[src/rtl/lsu_ctrl.sv]
// lsu_ctrl: load/store unit between EX and a word-wide synchronous data memory.
// Performs LB/LH/LW/LBU/LHU/SB/SH/SW. Sub-word stores are read-modify-write.
// Misaligned requests are answered with resp_misalign and never reach memory.
//
// Ports
//   clk, rst         clock (rising edge), asynchronous active-low reset
//   req_valid/ready  request handshake; ready only while idle
//   req_we           1 = store, 0 = load
//   req_size         0 byte, 1 half, 2 word, 3 illegal
//   req_unsigned     zero-extend sub-word loads
//   req_addr         byte address
//   req_wdata        right-aligned store data
//   resp_valid       one-cycle completion pulse
//   resp_rdata       extended load data (0 for stores / misaligned)
//   resp_misalign    request was dropped as misaligned
//   busy             access in flight (PC stall)
//   mem_en/mem_we    memory strobe / write enable
//   mem_addr         word-aligned address
//   mem_wdata        full word to write
//   mem_rdata        read data, valid the cycle after a read strobe
module lsu_ctrl #(
  parameter int ADDR_W = 32,
  parameter int DATA_W = 32
) (
  input  logic              clk,
  input  logic              rst,
  input  logic              req_valid,
  output logic              req_ready,
  input  logic              req_we,
  input  logic [1:0]        req_size,
  input  logic              req_unsigned,
  input  logic [ADDR_W-1:0] req_addr,
  input  logic [DATA_W-1:0] req_wdata,
  output logic              resp_valid,
  output logic [DATA_W-1:0] resp_rdata,
  output logic              resp_misalign,
  output logic              busy,
  output logic              mem_en,
  output logic              mem_we,
  output logic [ADDR_W-1:0] mem_addr,
  output logic [DATA_W-1:0] mem_wdata,
  input  logic [DATA_W-1:0] mem_rdata
);

  typedef enum logic [2:0] {IDLE, RD, RD_WAIT, WR, RESP} state_t;

  state_t            state;
  logic              we_q;
  logic [1:0]        size_q;
  logic              uns_q;
  logic [1:0]        lo_q;
  logic [DATA_W-1:0] wdata_q;

  logic              misalign;
  logic [7:0]        lane_b;
  logic [15:0]       lane_h;
  logic [DATA_W-1:0] load_data;
  logic [DATA_W-1:0] merged;

  always_comb begin
    misalign = (req_size == 2'd3) ||
               (req_size == 2'd1 && req_addr[0]) ||
               (req_size == 2'd2 && req_addr[1:0] != 2'b00);
  end

  // Lane extraction for loads and lane merge for sub-word stores, both off
  // the word just returned by memory and the latched request.
  always_comb begin
    lane_b = mem_rdata[{lo_q, 3'b000} +: 8];
    lane_h = mem_rdata[{lo_q[1], 4'b0000} +: 16];
    case (size_q)
      2'd0:    load_data = {{24{~uns_q & lane_b[7]}}, lane_b};
      2'd1:    load_data = {{16{~uns_q & lane_h[15]}}, lane_h};
      default: load_data = mem_rdata;
    endcase
    merged = mem_rdata;
    case (size_q)
      2'd0:    merged[{lo_q, 3'b000} +: 8]    = wdata_q[7:0];
      2'd1:    merged[{lo_q[1], 4'b0000} +: 16] = wdata_q[15:0];
      default: merged = wdata_q;
    endcase
  end

  // All outputs are registered alongside the state. The asynchronous reset
  // clears mem_en/mem_we immediately, so an abort during WR drops the write
  // strobe without waiting for a clock edge.
  always_ff @(posedge clk or negedge rst) begin
    if (!rst) begin
      state         <= IDLE;
      we_q          <= 1'b0;
      size_q        <= '0;
      uns_q         <= 1'b0;
      lo_q          <= '0;
      wdata_q       <= '0;
      req_ready     <= 1'b1;
      busy          <= 1'b0;
      resp_valid    <= 1'b0;
      resp_misalign <= 1'b0;
      resp_rdata    <= '0;
      mem_en        <= 1'b0;
      mem_we        <= 1'b0;
      mem_addr      <= '0;
      mem_wdata     <= '0;
    end else begin
      case (state)
        IDLE: begin
          if (req_valid) begin
            we_q      <= req_we;
            size_q    <= req_size;
            uns_q     <= req_unsigned;
            lo_q      <= req_addr[1:0];
            wdata_q   <= req_wdata;
            mem_addr  <= {req_addr[ADDR_W-1:2], 2'b00};
            req_ready <= 1'b0;
            busy      <= 1'b1;
            if (misalign) begin
              state         <= RESP;
              resp_valid    <= 1'b1;
              resp_misalign <= 1'b1;
              resp_rdata    <= '0;
            end else if (!req_we || req_size != 2'd2) begin
              state  <= RD;
              mem_en <= 1'b1;
              mem_we <= 1'b0;
            end else begin
              state     <= WR;
              mem_en    <= 1'b1;
              mem_we    <= 1'b1;
              mem_wdata <= req_wdata;
            end
          end
        end
        RD: begin
          state  <= RD_WAIT;
          mem_en <= 1'b0;
        end
        RD_WAIT: begin
          if (we_q) begin
            state     <= WR;
            mem_en    <= 1'b1;
            mem_we    <= 1'b1;
            mem_wdata <= merged;
          end else begin
            state      <= RESP;
            resp_valid <= 1'b1;
            resp_rdata <= load_data;
          end
        end
        WR: begin
          state      <= RESP;
          mem_en     <= 1'b0;
          mem_we     <= 1'b0;
          resp_valid <= 1'b1;
          resp_rdata <= '0;
        end
        RESP: begin
          state         <= IDLE;
          resp_valid    <= 1'b0;
          resp_misalign <= 1'b0;
          resp_rdata    <= '0;
          busy          <= 1'b0;
          req_ready     <= 1'b1;
        end
        default: begin
          state     <= IDLE;
          mem_en    <= 1'b0;
          mem_we    <= 1'b0;
          busy      <= 1'b0;
          req_ready <= 1'b1;
        end
      endcase
    end
  end

endmodule

[config.mk]
export PLATFORM = sky130hd
export DESIGN_NAME = lsu_ctrl
export DESIGN_NICKNAME = d
export VERILOG_FILES = /design/src/rtl/lsu_ctrl.sv
export SDC_FILE = /design/constraint.sdc
export NUM_CORES = 1
export LEC_CHECK = 0
export CAP_MARGIN = 20
export CORE_MARGIN = 5
export CORE_UTILIZATION = 30
export DETAILED_ROUTE_END_ITERATION = 12
export PLACE_DENSITY = 0.61
export REMOVE_ABC_BUFFERS = 1
export SLEW_MARGIN = 20
export SYNTH_ARGS = -nofsm -noshare
export SYNTH_HDL_FRONTEND = slang
export SYNTH_SLANG_ARGS = --single-unit
[constraint.sdc]
create_clock -name clk -period 2.69 [get_ports clk]
set_clock_uncertainty 0.1 [all_clocks]
set_input_delay 0.538 -clock clk [delete_from_list [all_inputs] [get_ports clk]]
set_output_delay 0.538 -clock clk [all_outputs]
set_load 0.02 [all_outputs]
-- After elaboration in Yosys (flattened, before gate mapping)
Index checks and enable logic that the tools add are counted.
- bits of input ports: 103
- register bits: 141
- output and inout port bits: 102
- logic and storage cells: 103
- mux-type cells: 35
- shifts and indexed selects: 6
- eq/ne operators: 15
- bitwise logic cells: 6
- reductions and logical operators: 24
- add/subtract/negate cells: 2
- operators by type and width (kind ; number):
    32-bit two-way mux ; 7
    32-bit one-hot mux with 2 select lines ; 3
    32-bit one-hot mux with 3 select lines ; 1
    32-bit bitwise mux ; 2
    16-bit by 7-bit variable shift with 32-bit output (first input constant) ; 1
    8-bit by 7-bit variable shift with 32-bit output (first input constant) ; 1
    16-bit by 7-bit indexed part select with 32-bit output ; 1
    32-bit by 6-bit indexed part select with 16-bit output ; 1
    32-bit by 6-bit indexed part select with 8-bit output ; 1
    8-bit by 7-bit indexed part select with 32-bit output ; 1
    4-bit AND reduction ; 4
    2-bit != test (second input constant) ; 7
    5-bit negation with 7-bit output ; 2
    3-bit one-hot mux with 4 select lines ; 1
    1-bit two-way mux ; 11
    3-bit two-way mux ; 3
    3-bit by 2-bit == test with 1-bit output (second input constant) ; 2
    1-bit one-hot mux with 2 select lines ; 3
    1-bit one-hot mux with 3 select lines ; 2
    2-bit nonzero test ; 3
    5-bit AND reduction ; 1
    2-bit by 1-bit == test with 1-bit output (second input constant) ; 2
    2-bit == test (second input constant) ; 2
    1-bit NOT ; 4
    16 further kinds ; 22

-- Depth between registers and ports, before layout
Gate-level depths: netlist (run 1).
- depth after elaboration: 7
- mapped depth: 8
- gate-level depth less buffers: 6

-- Least setup slack after synthesis (run 1)
Ideal clock, no wire load.
- kind: reg-to-reg
- from: register lo_q[1]
- to: register mem_wdata[0]
- library setup time: 96 ps
- data required time: 2494 ps
- slack: 264 ps
- clock period less this slack: 2426 ps
- buffers on the path: 2
- arrival: 2230 ps
- cell stages (with the launch flop): 9
- cell sequence: dfrtp_1 > clkbuf_1 > buf_1 > inv_1 > ha_1 > nor2b_1 > nor3_1 > a221oi_1 > o31ai_1
- word-level cells in the longest chain between the ends: 6
- elaborated cells on any way between the ends: 11
- classes of those cells: 2 x add/sub; 4 x shift; 5 x mux
- ends and longest elaborated chain (what ; RTL line ; source):
    start: declaration ; 51 ; logic [1:0] lo_q;
    start signal: assignment ; 111 ; lo_q <= req_addr[1:0];
    5-bit negation with 7-bit output (on tied branches) ; 79, 78 ;
    16-bit by 7-bit indexed part select with 32-bit output, or another cell as far along ; 79 ; 2'd1: merged[{lo_q[1], 4'b0000} +: 16] = wdata_q[15:0];
    32-bit bitwise mux (on tied branches) ; 79, 78 ;
    32-bit one-hot mux with 2 select lines * ; 77 ; case (size_q)
    32-bit two-way mux * ; 138 ; if (we_q) begin
    32-bit one-hot mux with 2 select lines * ; 105 ; case (state)
    end signal: assignment ; 129 ; mem_wdata <= req_wdata;
    end signal: assignment ; 142 ; mem_wdata <= merged;
    end: declaration ; 41 ; output logic [DATA_W-1:0] mem_wdata,
Every way passes the cells marked *; elsewhere a longest branch is shown, timed or not. The select of a mux whose other input is x is not followed.
A chain may end at the register's enable or synchronous reset.

-- Worst setup path in the final report (run 1)
- from: register state[1]
- to: register mem_wdata[15]
- word-level cells in the longest chain between the ends: 3
- elaborated cells on any way between the ends: 9
- classes of those cells: 5 x eq/ne; 1 x mux; 3 x reduce/logical
- ends and longest elaborated chain (what ; RTL line ; source):
    start: declaration ; 47 ; state_t state;
    start signal: assignment ; 89 ; state <= IDLE;
    start signal: assignment ; 117 ; state <= RESP;
    start signal: assignment ; 122 ; state <= RD;
    3-bit by 2-bit == test with 1-bit output or 3-bit zero test (tied branches) ; 105 ;
    2-bit != test (no line) or 2-bit nonzero test (tied branches) ; n/a ;
    5-bit AND reduction (no line) ; n/a ;
Parallel ways exist; a longest one is shown, timed or not.

==> impl_metrics.json, run 1 <==
{
  "p_switching_mw": 5.24,
  "p_sw_share_pct": 40.6,
  "fp.dieH_um": 168,
  "cts_buffers": 17,
  "clk_pin_slew_worst_paths_ns": 0.07,
  "insertion_delay_ns": 0.43,
  "period_share_pct": 90.5,
  "worstPathRequired_ns": 2.89,
  "avgSynthCellArea_sq_um": 10.6,
  "post_drt_wl_per_cell_um": 21.2,
  "synth_cell_types": 50,
  "busiest_layer": "met2",
  "startpoint_type": "register",
  "grt_pass1_vias": 6669,
  "nets": 1001,
  "syn_area_sq_mm": 0.00745,
  "cts-htree-levels": 4,
  "finalPower_mw": 12.9,
  "wl_um": 26100,
  "met1_usage_pct": 24.5,
  "fin_area_sq_mm": 0.0106,
  "layout_setup_ws_ns": 0.255,
  "place_inst": 1197,
  "place_hpwl_um": 18800,
  "rsz0062_at_grt": "no",
  "num-fill-cells": 2385,
  "grt_max_degree": 54,
  "grt_use_met2_pct": 28.7,
  "synth_area_leaders": "dfrtp_1, mux2_2, o31ai_1",
  "synth_top_area_share_pct": 47.0,
  "rows": 57,
  "grt_use_total_pct": 18.4,
  "placed_cell_area_sq_mm": 0.00990,
  "grt.met3_usage_pct": 5.92,
  "die_area_sq_mm": 0.0281,
  "final-max-slew-violation-count": 0,
  "vias": 6539,
  "io_buffers": 202,
  "synth.top_cells.by_count": "dfrtp_1, mux2_2, nor2_1",
  "cts_sinks": 141,
  "pwr-share-comb_pct": 50.7,
  "viasPerCell": 5.31,
  "worstMarginPinSlew_ns": 1.02,
  "slew-limit-headroom_pct": 31.3,
  "drt_iter0_markers": 502,
  "status": "complete, no violations",
  "synth_warnings": 0,
  "design.core.area_sq_mm": 0.0244,
  "cap_violations": 0,
  "synthArstFlopShare_pct": 100,
  "utilization_pct": 43.3,
  "cts.repair.resized": 0,
  "grt_pass1_wl_um": 40500,
  "dp_slack_ns": 0.0888,
  "ioPinCount": 205,
  "fin_crit_ns": 2.43,
  "cp.arrival_ns": 2.63,
  "post_cts_buffers": 0,
  "gp_congestion": 0.870,
  "drtPass1Iterations": 5,
  "hold_viol_final": 0,
  "area_growth_pct": 41.6,
  "antenna_found_initial": 2,
  "drive_above_1_share_pct": 15.3,
  "synth-edff-count": 0,
  "finalNonFillerCells": 1232,
  "synth_top_area_cell": "dfrtp_1",
  "crit_path_end_kind": "register",
  "synth-seq-cells": 141,
  "power_density_mw_per_mm2": 1220,
  "cts.path.max_buffers": 2,
  "fmax_mhz": 411,
  "ir_drop_mv": 0.532,
  "cts_tree": "built",
  "p_leak_nw": 4.28,
  "clock_power_share_pct": 19.9,
  "critPathKind": "reg2reg",
  "cell_internal_pwr_mw": 7.66,
  "grt_overflow": 0,
  "synth-main-ff-cell": "dfrtp_1",
  "synthCells": 702,
  "cts-root-buf": "clkbuf_16",
  "ys_seq_area_share_pct": 47.3,
  "yosysMostFrequentCell": "dfrtp_1",
  "route.detailed.drc": 0,
  "drtAntennaViolNets": 0,
  "die_x_um": 168,
  "seqPwrFrac_pct": 29.4,
  "finalSetupViolations": 0,
  "cp_max_fo": 28,
  "hold_class": "reg2reg",
  "start_util_pct": 30.6
}
[placed cells by master (no fill, tap or decap), drive strengths merged, types with 5 or more instances in the layout]
cell | synthesis | routed
dfrtp | 140 | 140
a22o | 19 | 19
a211oi | 25 | 25
o211ai | 9 | 9
a221o | 24 | 24
o2bb2ai | 6 | 6
mux2 | 66 | 66
a221oi | 8 | 8
nand3b | 10 | 10
inv | 10 | 11
nand2 | 10 | 10
a21oi | 29 | 29
o41ai | 5 | 5
clkbuf | 37 | 19
o22ai | 6 | 6
nor2 | 60 | 60
nor2b | 15 | 15
nor3 | 7 | 7
buf | 28 | 34
nand2b | 19 | 19
or3 | 6 | 6
clkdlybuf4s50 | 0 | 201
a21o | 18 | 18
o21ai | 48 | 48
o21a | 5 | 5
ha | 5 | 5
o31ai | 33 | 33
mux2i | 23 | 23
a31oi | 6 | 6
[layout make-up]
| type | count | area, sq um | area share (%) |
|---|---|---|---|
| diodes | 2 | 5.00 | 0.0474 |
| multi-input cells | 487 | 3600 | 34.1 |
| clock buffers | 19 | 443 | 4.20 |
| repair buffers | 236 | 2340 | 22.2 |
| clock inverters | 13 | 190 | 1.80 |
| flip-flops and latches | 141 | 3530 | 33.5 |
| well taps | 324 | 405 | 3.84 |
| inverters | 10 | 37.5 | 0.356 |
[power groups by stage]
stage / clock, mW / combinational (mW) / sequential (mW)
floorplan: 0 / 2.72 / 4.65
CTS: 2.62 / 6.58 / 3.80
finish: 2.57 / 6.54 / 3.80
detailed placement: 0 / 6.55 / 3.81
global route: 2.70 / 7.03 / 3.93
global placement: 0 / 6.48 / 3.80
[cell families (layout without fill, tap and decap cells)]
logic type               after synthesis  after routing  synth area share (%)
AO/OA/AOI/OAI                        249            249                  23.9
adder cells (fa/ha/maj)                5              5                 0.839
buffers and inverters                 75            278                  4.72
flip-flops                           141            141                  47.3
multiplexers                          90             90                  13.4
other                                  1              4                0.0503
AND/OR/NAND/NOR                      141            141                  9.82
[routing by layer]
layer | vias to the layer above | share of wire [%]
li1 | 3020 | -
met1 | 3251 | 44
met2 | 246 | 47
met3 | 22 | 8.1
met4 | 0 | 1.3
met5 | - | 0
[through the flow]
stage	setup TNS [ns]	hold WS, ns
3_3_place_gp	0	0.372
3_5_place_dp	0	0.378
5_1_grt	0	0.419
4_1_cts	0	0.396
2_1_floorplan	-123.59	0.142
6_report	0	0.395
[worst paths after layout]
path | cells past startpoint | slack, ns | end | from
max | 4 | 0.26 | mem_wdata[15] | state[1]
min | 1 | 0.39 | resp_rdata[8] | resp_rdata[8]
max in group asynchronous | 3 | 1.19 | mem_addr[3] | rst
min reg2reg | 1 | 0.39 | resp_rdata[8] | resp_rdata[8]
min in group asynchronous | 2 | 0.53 | mem_addr[7] | rst
max reg2reg | 4 | 0.26 | mem_wdata[15] | state[1]
[flip-flops by register name, summed over array words and instances (netlist names)]
register / count
state: 3
lo_q: 2
resp_valid: 1
resp_rdata: 32
size_q: 2
req_ready: 1
resp_misalign: 1
mem_en: 1
we_q: 1
wdata_q: 32
busy: 1
mem_addr: 30
uns_q: 1
mem_wdata: 32
mem_we: 1
[worst max-delay path: stages, from the launching register on]
cell	delay, ns
dfrtp_1	0.50
or3b_2	0.78
a221o_1	0.36
a211oi_1	0.40
o31ai_1	0.14
[timing repair]
item / CTS / global route
hold buffers: 1 / 0
endpoints found under the hold margin: 12 / 0
endpoints found under the setup margin: 0 / 0
Power figures use the tool's default switching activity.
==> inputs of run 2 (changes only) <==
CELL_PAD_IN_SITES_DETAIL_PLACEMENT = 1   (was default)
CELL_PAD_IN_SITES_GLOBAL_PLACEMENT = 2   (was default)
PLACE_DENSITY = 0.87   (was 0.61)
==> run 2 against run 1 <==
Effect of this change: wire length increased by 4.8%; largest power group unchanged; highest routed layer is now met5; sequential cell count unchanged; clock power shrank 8.9%; non-clock buffer count rose by 6; cell count grew 0.41%; critical endpoint unchanged.
==> impl_metrics.json, run 2 (synthesis results as in run 1) <==
{
  "status": "complete, no violations",
  "cts_tree": "built",
  "die_x_um": 168,
  "antenna_found_initial": 2,
  "cts-root-buf": "clkbuf_16",
  "cp_max_fo": 28,
  "finalSetupViolations": 0,
  "fin_area_sq_mm": 0.0105,
  "post_cts_buffers": 0,
  "crit_path_end_kind": "register",
  "gp_congestion": 0.874,
  "wl_um": 27300,
  "p_leak_nw": 4.29,
  "period_share_pct": 88.4,
  "drtPass1Iterations": 7,
  "cts.path.max_buffers": 2,
  "grt_pass1_wl_um": 42500,
  "grt_overflow": 0,
  "worstPathRequired_ns": 2.89,
  "design.core.area_sq_mm": 0.0244,
  "slew-limit-headroom_pct": 48.1,
  "post_drt_wl_per_cell_um": 22.1,
  "worstMarginPinSlew_ns": 0.774,
  "route.detailed.drc": 0,
  "cts_sinks": 141,
  "reg2reg_depth": 4,
  "fin_crit_ns": 2.38,
  "drtAntennaViolNets": 0,
  "grt_use_total_pct": 19.1,
  "worstReg2RegEnd": "mem_wdata[15]",
  "cp.arrival_ns": 2.57,
  "cts.repair.resized": 0,
  "final-max-slew-violation-count": 0,
  "most-common-layout-cells": "clkdlybuf4s50_1, dfrtp_1, mux2_2, nor2_1, o21ai_0",
  "hold_class": "reg2reg",
  "startpoint_type": "register",
  "final_common_cell": "clkdlybuf4s50_1",
  "routed-wl-met2_um": 12800,
  "min_path_cells": 1,
  "wl_met3_um": 2190,
  "nets": 1007,
  "viasPerCell": 5.39,
  "start_util_pct": 30.6,
  "hold_viol_final": 0,
  "ioPinCount": 205,
  "ir_drop_mv": 0.640,
  "area_growth_pct": 41.1,
  "num-fill-cells": 2679,
  "rsz0062_at_grt": "no",
  "rows": 57,
  "die_area_sq_mm": 0.0281,
  "min_to": "wdata_q[17]",
  "place_hpwl_um": 20000,
  "fp.dieH_um": 168,
  "grt_pass1_vias": 7135,
  "r2r-start": "state[0]",
  "top_regs": "mem_wdata: 32 flops, resp_rdata: 32 flops, wdata_q: 32 flops",
  "wl_met1_um": 11900,
  "critPathKind": "reg2reg",
  "vias": 6672,
  "insertion_delay_ns": 0.42,
  "power_density_mw_per_mm2": 1220,
  "cap_violations": 0,
  "drt_iter0_markers": 427,
  "utilization_pct": 43.1,
  "io_buffers": 202,
  "cts_buffers": 17,
  "fmax_mhz": 421,
  "regToRegSetupSlack_ns": 0.31,
  "drive_above_1_share_pct": 15.2,
  "grt_max_degree": 54,
  "min_from": "wdata_q[17]",
  "cts-htree-levels": 4,
  "placed_cell_area_sq_mm": 0.00993,
  "finalPower_mw": 12.8,
  "clk_pin_slew_worst_paths_ns": 0.06,
  "highest_layer": "met5"
}
[run 2: changes by cell type in the layout (fill, tap and decap cells not counted), sizes merged]
cell	delta
bufinv	-2
clkinvlp	-3
inv	-1
buf	+6
clkbuf	+6
diode	-1
[run 2: layout make-up]
cell class              instances  area [sq um]  area share (%)
repair buffers                242          2380            22.6
clock buffers                  25           485            4.62
multi-input cells             487          3590            34.1
clock inverters                 7          87.6           0.833
inverters                      10          37.5           0.357
flip-flops and latches        141          3530            33.6
well taps                     324           405            3.86
diodes                          1          2.50          0.0238
[run 2: layer usage]
metal / track usage [%] / vias to the layer above
met5: 0 / -
met4: 4.30 / 2
met3: 6.46 / 26
met2: 30.2 / 239
met1: 25.4 / 3373
li1: - / 3032
[run 2: how the worst max path moves through the flow]
stage,start,end,slack (ns),depth (start not counted)
after floorplan,state[1],mem_addr[10],-1.49,3
after global placement,req_addr[0],mem_wdata[15],0.15,6
after detailed placement,req_addr[0],mem_wdata[6],0.08,6
after CTS,state[0],mem_wdata[15],0.36,4
after global routing,state[0],mem_wdata[15],0.24,4
final,state[0],mem_wdata[15],0.31,4
[run 2: repair_timing]
item                                   4_1_cts  5_1_grt
hold buffers                                 1        0
setup endpoints to repair                    0        0
endpoints found under the hold margin       25        0
[run 2: through the flow]
stage / hold slack [ns] / setup TNS, ns / setup slack, ns / cells
finish: 0.390 / 0 / 0.313 / 1237
detailed placement: 0.373 / 0 / 0.0765 / 1203
global route: 0.404 / 0 / 0.240 / 1237
floorplan: 0.142 / -123.59 / -1.49 / 638
CTS: 0.396 / 0 / 0.365 / 1236
global placement: 0.377 / 0 / 0.152 / 1203
[run 2: critical path: stages, from the launching register on]
cell      delay (ns)
dfrtp_1         0.48
or3b_2          0.82
a221o_1         0.37
a211oi_1        0.33
o31ai_1         0.13
[run 2: power breakdown]
group	switching (mW)	internal, mW
combinational	3.57	3.03
sequential	0.765	3.09
clock	0.904	1.43
==> inputs of run 3 (changes only) <==
TNS_END_PERCENT = 100   (was default)
==> results of run 3 <==
Final layout, timing and power as in run 2 (identical DEF).
==> RTL edit: new RTL, config.mk and constraints of run 2 <==
Change the parameter `ADDR_W` from 32 to 64.
--- a/src/rtl/lsu_ctrl.sv
+++ b/src/rtl/lsu_ctrl.sv
@@ -21,3 +21,3 @@
 module lsu_ctrl #(
-  parameter int ADDR_W = 32,
+  parameter int ADDR_W = 64,
   parameter int DATA_W = 32
Ports: changed (resized mem_addr and req_addr); port bits go from 205 to 269. No check against the original RTL was run, so the function may have changed too.
==> RTL edit against run 2 <==
- setup slack got worse by 0.057 ns
- combinational power increased by 21%
- total power grew 18%
- sequential cell count grew 32
- final cell count is 15% higher
- area after synthesis increased by 16%
- routed wire length is 15% higher
- cell area grew 18%
- critical path type unchanged
- largest cell class is now sequential cells
- highest routed layer unchanged
==> RTL edit: results (changes against run 2) <==
stage,metric,value,unit,change
status,status,completed,,unchanged
drt,detail_route.wl_per_cell,22.2,µm,was 22.1 µm
global_route,grt_usage,19.3,%,was 19.1%
layout,top_register,mem_addr,,
clocking,cts_resized,0,,unchanged
layout,largest_register_ffs,62,,
clocking,clk_pin_slew,0.07,ns,
global_route,grt_pass1_wl,49.7,mm,was 42.5 mm
drt,vias,7366,,"was 6,672"
clocking,clk_latency,0.43,ns,
synthesis,synthArstFlopShare,100,%,unchanged
hold_path,hold_class,flip-flop to flip-flop,,unchanged
synthesis,yosys-top-cells-area,"dfrtp_1, mux2_2, o31ai_1",,unchanged
hold_path,hold_path_end,resp_rdata[8]$_DFFE_PN0P_,,was wdata_q[17]$_DFFE_PN0P_
synthesis,synthFlopType,dfrtp_1,,unchanged
synthesis,yosysUniqueCellTypes,50,,unchanged
clocking,postCtsSetupBuffers,0,,unchanged
clocking,htreeDepth,4,,unchanged
timing,relSlewSlack,50.4,%,was 48.1%
placed_design,gp_congestion,0.846,,was 0.874
synthesis,ys_seq_area_share,50.1,%,was 47.3%
hold_path,worstHoldPathCells,1,,unchanged
power_and_ir_drop,ir_worst_vdd,506,µV,was 640 µV
critical_path,rr_startpoint,state[0]$_DFFE_PN0N_,,unchanged
synthesis,yosys_warnings,0,,unchanged
hold_path,holdCritStartpoint,resp_rdata[8]$_DFFE_PN0P_,,was wdata_q[17]$_DFFE_PN0P_
critical_path,worst_r2r_endpoint,mem_wdata[24]$_DFFE_PN0P_,,was mem_wdata[15]$_DFFE_PN0P_
placed_design,dp_cells,1392,,"was 1,203"
drt,drt_iter0_markers,448,,was 427
clocking,holdBufCountCts,1,,unchanged
critical_path,cp.arrival,2.63,ns,was 2.57 ns
placed_design,dpl_cell_area,11900,µm²,was 9930 µm²
placed_design,portBuffers,266,,was 202
global_route,grt_pass1_vias,8229,,"was 7,135"
layout,antenna_cells,0,,was 1
critical_path,worst-path-max-fanout,31,,was 28
critical_path,start_kind,flip-flop,,unchanged
critical_path,reg2reg_depth,4,,unchanged
global_route,grt_max_degree,73,,was 54
critical_path,ff2ff_setup_slack,0.26,ns,was 0.31 ns
power_and_ir_drop,power_leakage,5.05,nW,was 4.29 nW
synthesis,syn_avg_cell_area,11.2,µm²,was 10.6 µm²
drt,dr.pass1.iters,5,,was 7
layout,drive_gt1_share,17.4,%,was 15.2%
placed_design,hpwlAfterDp,23.8,mm,was 20.0 mm
global_route,antenna_found_initial,2,,unchanged
clocking,cts_buffers,17,,unchanged
drt,routed_wl,31.6,mm,was 27.3 mm
clocking,cts_root_buf,clkbuf_16,,unchanged
synthesis,synth_commonest_cells,"dfrtp_1, mux2_2, nor2_1",,unchanged
layout,finalNetCount,1168,,"was 1,007"
clocking,clk_path_buf_depth,2,,unchanged
-- RTL edit: cell types whose count changed after synthesis --
cell / before / now
mux2_2: 61 / 98
buf_2: 14 / 20
clkbuf_1: 37 / 35
mux2_1: 5 / 0
buf_4: 6 / 4
dfrtp_1: 140 / 172
buf_6: 4 / 1
buf_1: 4 / 6
buf_8: 0 / 3
-- RTL edit: report_power, final --
group | internal, mW | leakage (nW) | total, mW | switching, mW
clock | 1.24 | 0.282 | 2.46 | 1.22
sequential | 3.82 | 2.12 | 4.72 | 0.904
combinational | 3.77 | 2.65 | 7.95 | 4.18
total | 8.83 | 5.05 | 15.1 | 6.31
-- RTL edit: worst max-delay path by stage --
stage / endpoint / slack (ns) / depth (start not counted)
after global placement: mem_wdata[5]$_DFFE_PN0P_ / 0.17 / 6
final: mem_wdata[24]$_DFFE_PN0P_ / 0.26 / 4
after detailed placement: mem_wdata[4]$_DFFE_PN0P_ / 0.11 / 6
after global routing: mem_wdata[24]$_DFFE_PN0P_ / 0.20 / 4
after CTS: mem_wdata[8]$_DFFE_PN0P_ / 0.26 / 4
after floorplan: mem_addr[10]$_DFFE_PN0P_ / -2.78 / 3
-- RTL edit: worst max-delay path, stage by stage (launching register included) --
cell,delay [ns]
dfrtp_1,0.49
or3b_2,0.82
a221o_1,0.37
a211oi_1,0.36
o31ai_1,0.15
-- RTL edit: area by class of cell --
type | count | area [µm²]
Tap cell | 384 | 480
Multi-Input combinational cell | 519 | 3950
Timing Repair Buffer | 307 | 3060
Fill cell | 3117 | 16100
Clock inverter | 14 | 143
Clock buffer | 17 | 425
Inverter | 10 | 37.5
Sequential cell | 173 | 4330
-- RTL edit: logic make-up (layout without fill, tap and decap cells) --
family | count (synthesis) | in the layout | share of synthesized area [%]
AO/OA/AOI/OAI | 249 | 249 | 20.6
flip-flops | 173 | 173 | 50.1
AND/OR/NAND/NOR | 141 | 141 | 8.47
multiplexers | 122 | 122 | 15.7
buffers and inverters | 79 | 348 | 4.37
adder cells (fa/ha/maj) | 5 | 5 | 0.724
other | 1 | 2 | 0.0434
-- RTL edit: routing by layer --
layer,routed length (µm),global-route usage [%],up-vias
li1,-,-,3378
met1,13100,23.8,3704
met2,15200,31.7,242
met3,2470,7.07,38
met4,731,6.03,4
met5,14,0,-
-- RTL edit: metrics by stage --
stage / setup slack (ns) / total power [mW] / hold slack [ns]
after detailed placement: 0.107 / 12.8 / 0.379
final: 0.257 / 15.1 / 0.393
after floorplan: -2.78 / 8.94 / 0.142
after global routing: 0.204 / 16.1 / 0.406
after global placement: 0.169 / 12.6 / 0.377
after CTS: 0.262 / 15.3 / 0.399
